==> src/rtl/mux_rr_arbiter.sv <==
// mux_rr_arbiter: round-robin arbiter and sequencer for a shared 8:1 mux.
// It grants one requester at a time, drives the mux select with that
// requester's index, and holds the grant until the owner releases it.
// Every grant is followed by a one-cycle bubble so the mux output can settle.
// All outputs come straight from flops.
// Optional feature: define ARB_TIMEOUT_EN to force a release after HOLD_MAX
// cycles of continuous grant. When it is set, timeout pulses for that cycle.
module mux_rr_arbiter #(
  parameter int N_REQ    = 8,
  parameter int HOLD_MAX = 16
) (
  input  logic             clk,
  input  logic             reset,
  input  logic [N_REQ-1:0] req,
  input  logic             done,
  output logic [N_REQ-1:0] grant,
  output logic [2:0]       sel,
  output logic             sel_valid,
  output logic             timeout
);

  typedef enum logic [1:0] {
    IDLE    = 2'd0,
    GRANT   = 2'd1,
    RELEASE = 2'd2
  } state_e;

  state_e           state_q, state_d;
  logic [2:0]       ptr_q, ptr_d;
  logic [N_REQ-1:0] grant_q, grant_d;
  logic [2:0]       sel_q, sel_d;
  logic             sel_valid_q, sel_valid_d;

  logic       win_found;
  logic [2:0] win_idx;
  logic [2:0] scan_idx;
  logic       rel_normal;
  logic       hold_hit;
  logic       grant_start;
  logic       rel_forced;

  // Rotating priority search: first set request at or above ptr, wrapping 7 -> 0.
  always_comb begin
    // NOTE: every variable written here gets a default first, so no path leaves it unassigned and no latch is inferred.
    win_found = 1'b0;
    win_idx   = 3'd0;
    scan_idx  = 3'd0;
    for (int i = 0; i < N_REQ; i++) begin
      scan_idx = ptr_q + 3'(i);
      if (!win_found && req[scan_idx]) begin
        win_found = 1'b1;
        win_idx   = scan_idx;
      end
    end
  end

  // The owner gives up the mux when it signals done or drops its own request.
  assign rel_normal = done || !req[sel_q];

  // FSM next-state and registered-output computation.
  always_comb begin
    state_d     = state_q;
    ptr_d       = ptr_q;
    grant_d     = grant_q;
    sel_d       = sel_q;
    sel_valid_d = sel_valid_q;
    grant_start = 1'b0;
    rel_forced  = 1'b0;
    unique case (state_q)
      IDLE: begin
        if (win_found) begin
          grant_d     = {{(N_REQ-1){1'b0}}, 1'b1} << win_idx;
          sel_d       = win_idx;
          sel_valid_d = 1'b1;
          grant_start = 1'b1;
          state_d     = GRANT;
        end
      end
      GRANT: begin
        if (rel_normal || hold_hit) begin
          grant_d     = '0;
          sel_valid_d = 1'b0;
          ptr_d       = sel_q + 3'd1;
          // A normal release on the same edge wins, so no timeout is flagged.
          rel_forced  = !rel_normal;
          state_d     = RELEASE;
        end
      end
      RELEASE: begin
        state_d = IDLE;
      end
      default: begin
        state_d     = IDLE;
        grant_d     = '0;
        sel_valid_d = 1'b0;
      end
    endcase
  end

  // State and output registers; reset drops the grant without waiting for an edge.
  always_ff @(posedge clk or posedge reset) begin
    if (reset) begin
      state_q     <= IDLE;
      ptr_q       <= 3'd0;
      grant_q     <= '0;
      sel_q       <= 3'd0;
      sel_valid_q <= 1'b0;
    end else begin
      // NOTE: non-blocking assignments so every flop samples pre-edge values.
      state_q     <= state_d;
      ptr_q       <= ptr_d;
      grant_q     <= grant_d;
      sel_q       <= sel_d;
      sel_valid_q <= sel_valid_d;
    end
  end

`ifdef ARB_TIMEOUT_EN
  logic [7:0] hold_q, hold_d;
  logic       timeout_q, timeout_d;

  // The counter reaches HOLD_MAX on the edge that ends the HOLD_MAX-th granted cycle.
  assign hold_hit = (state_q == GRANT) && (hold_q + 8'd1 == 8'(HOLD_MAX));

  // Hold counter clears on grant entry and advances for each cycle the grant is held.
  always_comb begin
    hold_d    = hold_q;
    timeout_d = rel_forced;
    if (grant_start) begin
      hold_d = 8'd0;
    end else if (state_q == GRANT && state_d == GRANT) begin
      hold_d = hold_q + 8'd1;
    end
  end

  // Hold counter and timeout pulse registers.
  always_ff @(posedge clk or posedge reset) begin
    if (reset) begin
      hold_q    <= 8'd0;
      timeout_q <= 1'b0;
    end else begin
      hold_q    <= hold_d;
      timeout_q <= timeout_d;
    end
  end

  assign timeout = timeout_q;
`else
  assign hold_hit = 1'b0;
  assign timeout  = 1'b0;
`endif

  assign grant     = grant_q;
  assign sel       = sel_q;
  assign sel_valid = sel_valid_q;

endmodule

==> config.mk <==
export PLATFORM = sky130hd
export DESIGN_NAME = mux_rr_arbiter
export DESIGN_NICKNAME = d
export VERILOG_FILES = /design/src/rtl/mux_rr_arbiter.sv
export SDC_FILE = /design/constraint.sdc
export NUM_CORES = 1
export LEC_CHECK = 0
export BUFFER_PORTS_ARGS = -buffer_cell sky130_fd_sc_hd__buf_2
export CORE_ASPECT_RATIO = 1.4
export CORE_MARGIN = 2
export CORE_UTILIZATION = 60
export DETAILED_ROUTE_END_ITERATION = 10
export GPL_ROUTABILITY_DRIVEN = 0
export GPL_TIMING_DRIVEN = 1
export PLACE_DENSITY = 0.89
export RECOVER_POWER = 50
export SLEW_MARGIN = 20
export SYNTH_ARGS = -nofsm -noshare
export SYNTH_HDL_FRONTEND = slang
export SYNTH_SLANG_ARGS = --single-unit
==> constraint.sdc <==
create_clock -name clk -period 8.7 [get_ports clk]
set_input_delay 2.61 -clock clk [delete_from_list [all_inputs] [get_ports clk]]
set_output_delay 2.61 -clock clk [all_outputs]
set_load 0.005 [all_outputs]
After elaboration in Yosys (flattened, before gate mapping):

Index checks and enable logic that the tools add are counted.

* input bits: 11
* register bits: 17
* output and inout port bits: 13

* add/subtract/negate cells: 8
* multiplexer cells: 43
* eq/ne operators: 4
* bitwise operators: 1
* $lt $le $gt $ge: 9
* reductions and logical operators: 21
* shift-type cells: 1

Operators by type and width (count)
* less-than comparator 3 x 4 -> 1 bit (second input constant): 9
* binary-select mux 1 bit (select 3 bit): 9
* 2-to-1 mux 3 bit: 8
* one-hot mux 8 bit (3 select lines): 1
* 2-to-1 mux 1 bit: 19
* 2-to-1 mux 8 bit: 2
* adder 3 bit (second input constant): 4
* logical NOT 1 bit: 8
* left shift 1 x 3 -> 8 bit (first input constant): 1
* logical AND 1 bit: 7
* adder 3 x 1 -> 3 bit (second input constant): 2
* adder 3 x 2 -> 3 bit (second input constant): 2
* AND reduction 2 bit: 3
* 2-to-1 mux 2 bit: 2
* != test 2 bit (second input constant): 2
* one-hot mux 2 bit (2 select lines): 1
* one-hot mux 1 bit (3 select lines): 1
* AND reduction 3 bit: 1
* equality test 2 x 1 -> 1 bit (second input constant): 1
* equality test 2 bit (second input constant): 1
* logical NOT 2 bit: 1
* logical OR 1 bit: 1
* NOT 1 bit: 1

Logic depth before layout (Yosys ltp):

Gate-level depths: netlist of the first run.

* depth in word-level cells: 27
* depth in mapped cells: 13
* depth with buffers taken out: 9

Worst setup path before layout of the first run:

Ideal clock, no wire load.

* path kind: in2reg
* start: in req[2]
* end: reg grant_q[1] (netlist: grant[1])
* path buffers: 0
* slack: 4.096 ns
* library setup time: 0.122 ns
* arrival time: 4.482 ns
* cell stages on the path: 7
* cells stage by stage: mux4_1 > nor2_1 > a32oi_4 > nand2b_2 > o31ai_4 > and3b_4 > a32o_1

* longest elaborated chain between the ends: 27
* elaborated cells between the ends (all ways): 56
* those cells by class: eq/ne: 2; shift: 1; mux: 36; reduce/logical: 17

RTL lines
* from (decl): RTL line 14 `input logic [N_REQ-1:0] req,`
* binary-select mux 1 bit (select 3 bit): RTL line 50 `if (!win_found && req[scan_idx]) begin`
* 2-to-1 mux 1 bit (not written as such): RTL line 50
* 2-to-1 mux 1 bit: RTL line 50
* logical NOT 1 bit: RTL line 50
* logical AND 1 bit: RTL line 50
* 2-to-1 mux 1 bit: RTL line 50
* logical NOT 1 bit: RTL line 50
* logical AND 1 bit: RTL line 50
* [11 not listed]
* logical AND 1 bit: RTL line 50
* 2-to-1 mux 1 bit: RTL line 50
* logical NOT 1 bit: RTL line 50
* logical AND 1 bit: RTL line 50
* 2-to-1 mux 3 bit: RTL line 50
* left shift 1 x 3 -> 8 bit: RTL line 72 `grant_d = {{(N_REQ-1){1'b0}}, 1'b1} << win_idx;`
* 2-to-1 mux 8 bit: RTL line 71 `if (win_found) begin`
* one-hot mux 8 bit (3 select lines): RTL line 69 `unique case (state_q)`
* to (signal assigned): RTL line 112 `grant_q <= grant_d;`
* to (decl): RTL line 30 `logic [N_REQ-1:0] grant_q, grant_d;`

Several ways; a longest one is shown, not always the timed one. The select of a mux whose other input is x is not followed.
A chain may end at the register's enable or synchronous reset.

Worst setup path in the final report of the first run:

* start: in req[2]
* end: reg grant_q[2] (netlist: grant[2])

The elaborated chain is that of the path after synthesis.

==> results.py, run 1 <==
metrics = {
    "synth": {
        "seq_area_frac_synth_pct": 24.1,
        "yosysMostFrequentCell": "dfrtp_1",
        "synth_area_um2": 1760,
        "synth_common_cells": "dfrtp_1 (17), nand2_1 (15), mux4_2 (11), o21ai_0 (10), mux2i_1 (9)",
        "synth_edf_count": 0,
        "synthArstFlopShare_pct": 100,
        "postSynthCellCount": 147,
        "ys_warn_count": 0,
        "ys.flop_type": "dfrtp_1",
        "synth_area_leader_cell": "dfrtp_1",
        "syn_avg_cell_area_um2": 12.0,
        "synth.area.top_cells": "dfrtp_1 (24%), mux4_2 (14%), mux4_1 (8.9%)",
        "synth_fp_nets": 161,
        "netlist-cell-type-count": 51,
        "synth-seq-cells": 17,
        "synth.top_cell.area_share_pct": 24.1,
    },
    "worst_setup_path": {
        "crit_chain": "buf_2, mux4_1, nor2_1, a32oi_4, nand2b_2, o31ai_4, and2_1, a32o_1",
        "end_kind": "register",
        "crit_type": "in -> reg",
        "crit_arrival_ns": 4.95,
        "start_kind": "primary input",
        "path_buf_inv": 1,
        "crit_family": "simple AND/OR/NAND/NOR gates",
        "slowest_delay_ns": 0.53,
        "cp_data_required_time_ns": 8.88,
        "critPathMaxFanout": 10,
        "crit_slowest_cell": "mux4_1",
    },
    "hold_path": {
        "hold_class": "reg -> reg",
    },
    "sta": {
        "finalCritPeriodShare_pct": 54.7,
        "rsz0062_at_grt": "no",
        "worstMarginPinSlew_ns": 0.676,
        "setup_tns_ns": 0,
        "clock_skew_ns": 0.000681,
        "slew_violations": 0,
        "period_needed_ns": 4.76,
        "slew_headroom_pct": 55.0,
        "setup_ws_ns": 3.94,
        "fmax_mhz": 210,
        "hold_violations": 0,
        "setup_violations": 0,
    },
    "floorplan": {
        "die_w_um": 49.8,
        "core_area_um2": 2820,
        "ios": 24,
        "fp-row-count": 23,
        "die_h_um": 68.1,
        "dieArea_um2": 3390,
        "initial_core_util_pct": 62.5,
    },
    "final_layout": {
        "fin_cells": 202,
        "nets": 180,
        "drive_above_1_share_pct": 30.3,
        "syn2layout_area_growth_pct": 5.61,
        "multi_input_area_um2": 1210,
        "fillCellCount": 218,
        "seqCellArea_um2": 425,
        "antennaDiodeCount": 0,
    },
    "clock_tree": {
        "insertion_delay_ns": 0.25,
        "htreeDepth": 1,
        "clock_path_buffers": 2,
        "cts.sinks": 17,
        "cts_tree": "done",
        "path_clk_slew_ns": 0.06,
        "cts_resized": 0,
        "postCtsSetupRepairBufs": 0,
        "cts_root_buf": "clkbuf_8",
        "cts_made_buffers": 3,
        "ctsHoldBuffers": 0,
    },
    "global_route": {
        "antenna_found_initial": 0,
        "grt_pass1_wl_um": 6460,
        "grt_max_degree": 18,
        "grt.overflow.total": 0,
        "grt_use_total_pct": 25.2,
        "grt_pass1_vias": 1335,
    },
    "place": {
        "dp_slack_ns": 3.72,
        "hpwl_um": 2970,
        "dp.cells": 198,
        "portBuffers": 22,
    },
    "drt": {
        "wirelength_um": 3900,
        "drc_errors": 0,
        "wl_per_cell_um": 19.3,
        "first_pass_iters": 4,
        "drtIter0Drc": 39,
        "num_vias": 1377,
        "viasPerCell": 6.82,
        "ant_nets": 0,
    },
    "outcome": {
        "status": "finished, final reports clean",
    },
    "job": {
        "cap_violations": 0,
    },
}
-- layer usage --
layer  GRT usage [%]  part of all wire [%]  routed length (um)  vias up
met4            12.2                   3.5                 138        0
met5               0                     0                   0        -
met3            3.71                   4.0                 157       14
met1            31.5                    38                1500      694
met2            43.3                    54                2110       52
li1                -                     -                   -      617
-- area by class of cell --
type / count / share of cell area (%)
Multi-Input combinational cell: 115 / 65.2
Sequential cell: 17 / 22.8
Timing Repair Buffer: 22 / 5.58
Tap cell: 37 / 2.49
Clock buffer: 4 / 2.42
Inverter: 7 / 1.48
-- state kept, by name, summed over array words and instances (netlist names) --
name	count
ptr_q	3
sel	3
grant	8
state_q	2
sel_valid	1
-- kinds of logic after synthesis --
family	after synthesis	share of synthesized area, %
compound gates	41	19.0
other cells	1	0.213
simple gates	34	11.4
buf+inv	15	7.03
flops	17	24.1
fa+ha+maj	3	2.13
xor+xnor	5	2.91
mux	31	33.2
-- tightest hold or removal path, delay by kind of cell, from the launching register on --
kind             cells  cell delay [ns]
DFF                  1             0.34
and+or+nand+nor      2             0.12
-- path summary, 6_finish.rpt --
check / from / to / slack, ns / cells after the start
worst max-delay path: req[2] / grant[2] / 3.94 / 8
worst min-delay path: sel_valid / sel_valid / 0.49 / 2
worst max register to register: ptr_q[0] / grant[2] / 4.65 / 9
worst min register to register: sel_valid / sel_valid / 0.49 / 2
max in group asynchronous: reset / state_q[0] / 5.88 / 2
min in group asynchronous: reset / ptr_q[0] / 2.43 / 2
-- metrics by stage --
step | utilization (%) | area, um2 | hold slack (ns)
after global routing | 66.0 | 1860 | 0.512
after floorplan | - | 1760 | 0.469
final | 66.0 | 1860 | 0.492
after global placement | 64.6 | 1820 | 0.473
after CTS | 66.2 | 1870 | 0.494
after detailed placement | 64.6 | 1820 | 0.477
-- placed cells by master (no fill, tap or decap), types with 3 or more instances in the layout --
master,n
clkbuf_1,6
mux2i_1,9
nor2_1,4
ha_1,3
dfrtp_1,17
nand2b_1,3
mux2i_4,3
mux4_1,6
a32o_1,8
nand2_1,15
o21ai_0,10
inv_1,6
clkbuf_8,3
mux4_2,11
buf_2,17
a21oi_1,3
Power of run 1 is left out: the tool's default activity adds up to more than one toggle a clock period on the data nets, which glitch-free logic cannot reach.
==> run 2: changes to the inputs <==
Settings changed: ABC_AREA from default to 1, CORE_UTILIZATION 60 to 51, PLACE_DENSITY 0.89 to 0.81.
Clock period 8.7 ns to 4.2 ns, I/O delays scaled along.
==> run 2 against run 1 <==
Effect of this change: cell count up 46%; sequential cell count unchanged; critical path depth grew 6; die area rose by 6.2%; design area decreased by 5.8%; clock-buffer cell count did not move; area after synthesis shrank 9.4%; critical endpoint is now grant[1]; global-route usage fell by 3.6 points; clock skew up 0.0012 ns; worst hold slack got worse by 0.015 ns; synthesized cell count increased by 61%.
==> results.py, run 2 <==
metrics = {
    "floorplan": {
        "ios": 24,
        "initial_core_util_pct": 52.2,
        "dieArea_um2": 3600,
        "core_area_um2": 3060,
        "die_w_um": 51.3,
        "fp-row-count": 24,
        "die_h_um": 70.2,
    },
    "worst_setup_path": {
        "crit_chain": "inv_2, ha_1, inv_1, nand3_1, nand2_1, nor2_1, nor2_4, nand4_4, nor2_8, nand3_2, nand2_4, and2_1, nand2_1, nand2_1",
        "crit_arrival_ns": 3.17,
        "start_kind": "register",
        "end_kind": "register",
        "cp_data_required_time_ns": 4.39,
        "slowest_delay_ns": 0.61,
        "critPathMaxFanout": 10,
        "crit_type": "reg -> reg",
        "crit_slowest_cell": "dfrtp_1",
        "critical_path.most_common_cell": "nand2_1",
    },
    "synth": {
        "netlist-cell-type-count": 36,
        "yosys.area_share.simple_pct": 49.6,
        "yosysMostFrequentCell": "nand2_1",
        "ys.flop_type": "dfrtp_1",
        "synth-xor-area-share_pct": 3.68,
        "synth_fp_nets": 250,
        "seq_area_frac_synth_pct": 26.6,
        "syn_avg_cell_area_um2": 6.77,
        "synth-seq-cells": 17,
        "synthArstFlopShare_pct": 100,
        "synth.area.top_cells": "dfrtp_1 (27%), nand2_1 (17%), nand3_1 (10%)",
        "synth_area_leader_cell": "dfrtp_1",
        "synth.top_cell.area_share_pct": 26.6,
        "postSynthCellCount": 236,
        "synth_area_um2": 1600,
        "synth_compound_area_share_pct": 7.91,
        "synth_common_cells": "nand2_1 (73), nand3_1 (33), nor2_1 (25), inv_1 (18), dfrtp_1 (17)",
        "yosys.area_share.adder_pct": 2.35,
        "synth_top_family_by_area": "simple AND/OR/NAND/NOR gates",
        "synth_edf_count": 0,
        "ys_warn_count": 0,
        "synthMuxAreaShare_pct": 1.25,
    },
    "clock_tree": {
        "htreeDepth": 1,
        "cts_tree": "done",
        "insertion_delay_ns": 0.25,
        "cts_root_buf": "clkbuf_8",
        "path_clk_slew_ns": 0.06,
        "ctsHoldBuffers": 0,
        "postCtsSetupRepairBufs": 0,
        "cts_made_buffers": 3,
        "clock_path_buffers": 2,
        "cts_resized": 0,
        "cts.sinks": 17,
    },
    "final_layout": {
        "largest_reg_flops": 8,
        "antennaDiodeCount": 0,
        "final_cell_mix": "nand2_1 (73), nand3_1 (33), nor2_1 (25)",
        "nets": 270,
        "fin_util_pct": 57.2,
        "multi_input_area_um2": 1040,
        "layout_commonest_cell": "nand2_1",
        "seqCellArea_um2": 425,
        "drive_above_1_share_pct": 21.2,
        "fin_cells": 294,
        "fillCellCount": 310,
        "syn2layout_area_growth_pct": 9.71,
    },
    "sta": {
        "setup_tns_ns": 0,
        "slew_headroom_pct": 58.3,
        "hold_violations": 0,
        "setup_violations": 0,
        "finalCritPeriodShare_pct": 71.1,
        "slew_violations": 0,
        "period_needed_ns": 2.99,
        "clock_skew_ns": 0.00193,
        "holdWs_ns": 0.477,
        "worstMarginPinSlew_ns": 0.625,
        "rsz0062_at_grt": "no",
        "fmax_mhz": 335,
    },
    "job": {
        "cap_violations": 0,
    },
    "drt": {
        "num_vias": 1523,
        "wirelength_um": 3600,
        "viasPerCell": 5.18,
        "first_pass_iters": 4,
        "ant_nets": 0,
        "drc_errors": 0,
        "drtIter0Drc": 35,
        "wl_per_cell_um": 12.2,
    },
    "global_route": {
        "antenna_found_initial": 0,
        "grt_pass1_wl_um": 6090,
        "grt.overflow.total": 0,
        "grt_pass1_vias": 1454,
        "grt_max_degree": 18,
        "grt_use_total_pct": 21.6,
    },
    "place": {
        "hpwl_um": 2900,
        "dp.cells": 290,
        "portBuffers": 22,
    },
    "hold_path": {
        "hold_class": "reg -> reg",
    },
    "outcome": {
        "status": "finished, final reports clean",
    },
}
==> run 2: cell count changes after synthesis, sizes merged, moves of 3 or more <==
cell,delta
nor2,+26
a32oi,-3
a32o,-8
inv,+15
nand2b,-4
nand2,+65
nand3,+39
nand4,+5
mux2i,-10
mux4,-17
==> run 2: worst max-delay path, delay by kind of cell (launching register included) <==
| family | cells | cell delay, ns |
|---|---|---|
| buf+inv | 2 | 0.41 |
| simple gates | 11 | 1.45 |
| fa+ha+maj | 1 | 0.45 |
| flops | 1 | 0.61 |
==> run 2: per-stage QoR <==
| stage | setup WS [ns] | instance area (um2) |
|---|---|---|
| 2_1_floorplan | 1.54 | 1600 |
| 6_report | 1.21 | 1750 |
| 3_3_place_gp | 1.20 | 1710 |
| 4_1_cts | 1.21 | 1750 |
| 3_5_place_dp | 1.16 | 1710 |
| 5_1_grt | 0.905 | 1750 |
==> run 2: final cells by class <==
type	count	area share (%)
sequential	17	24.3
timing repair buffer	23	6.64
inverter	21	4.50
tap	39	2.78
clock buffer	4	2.57
multi-input combinational	190	59.2
==> run 2: worst paths after layout <==
path	slack (ns)	from	to	depth (start not counted)
max reg2reg	1.21	ptr_q[1]	grant[1]	14
max	1.21	ptr_q[1]	grant[1]	14
min	0.48	grant[7]	grant[7]	2
min reg2reg	0.48	grant[7]	grant[7]	2
min in group asynchronous	1.08	reset	ptr_q[0]	2
max in group asynchronous	2.71	reset	grant[6]	2
==> run 2: routing by layer <==
| metal | track usage [%] | share of wire [%] | wire [um] |
|---|---|---|---|
| met5 | 0 | 0 | 0 |
| met4 | 8.48 | 1.9 | 67 |
| met3 | 1.07 | 1.3 | 45 |
| met2 | 39.4 | 53 | 1920 |
| met1 | 25.9 | 44 | 1570 |
==> run 2: cells by family after synthesis <==
family                   Yosys count
AND/OR/NAND/NOR                  159
buffers and inverters             29
AO/OA/AOI/OAI                     20
flip-flops                        17
XOR/XNOR                           5
adder cells (fa/ha/maj)            3
multiplexers                       2
other                              1
Power of run 2 is left out for the same reason.
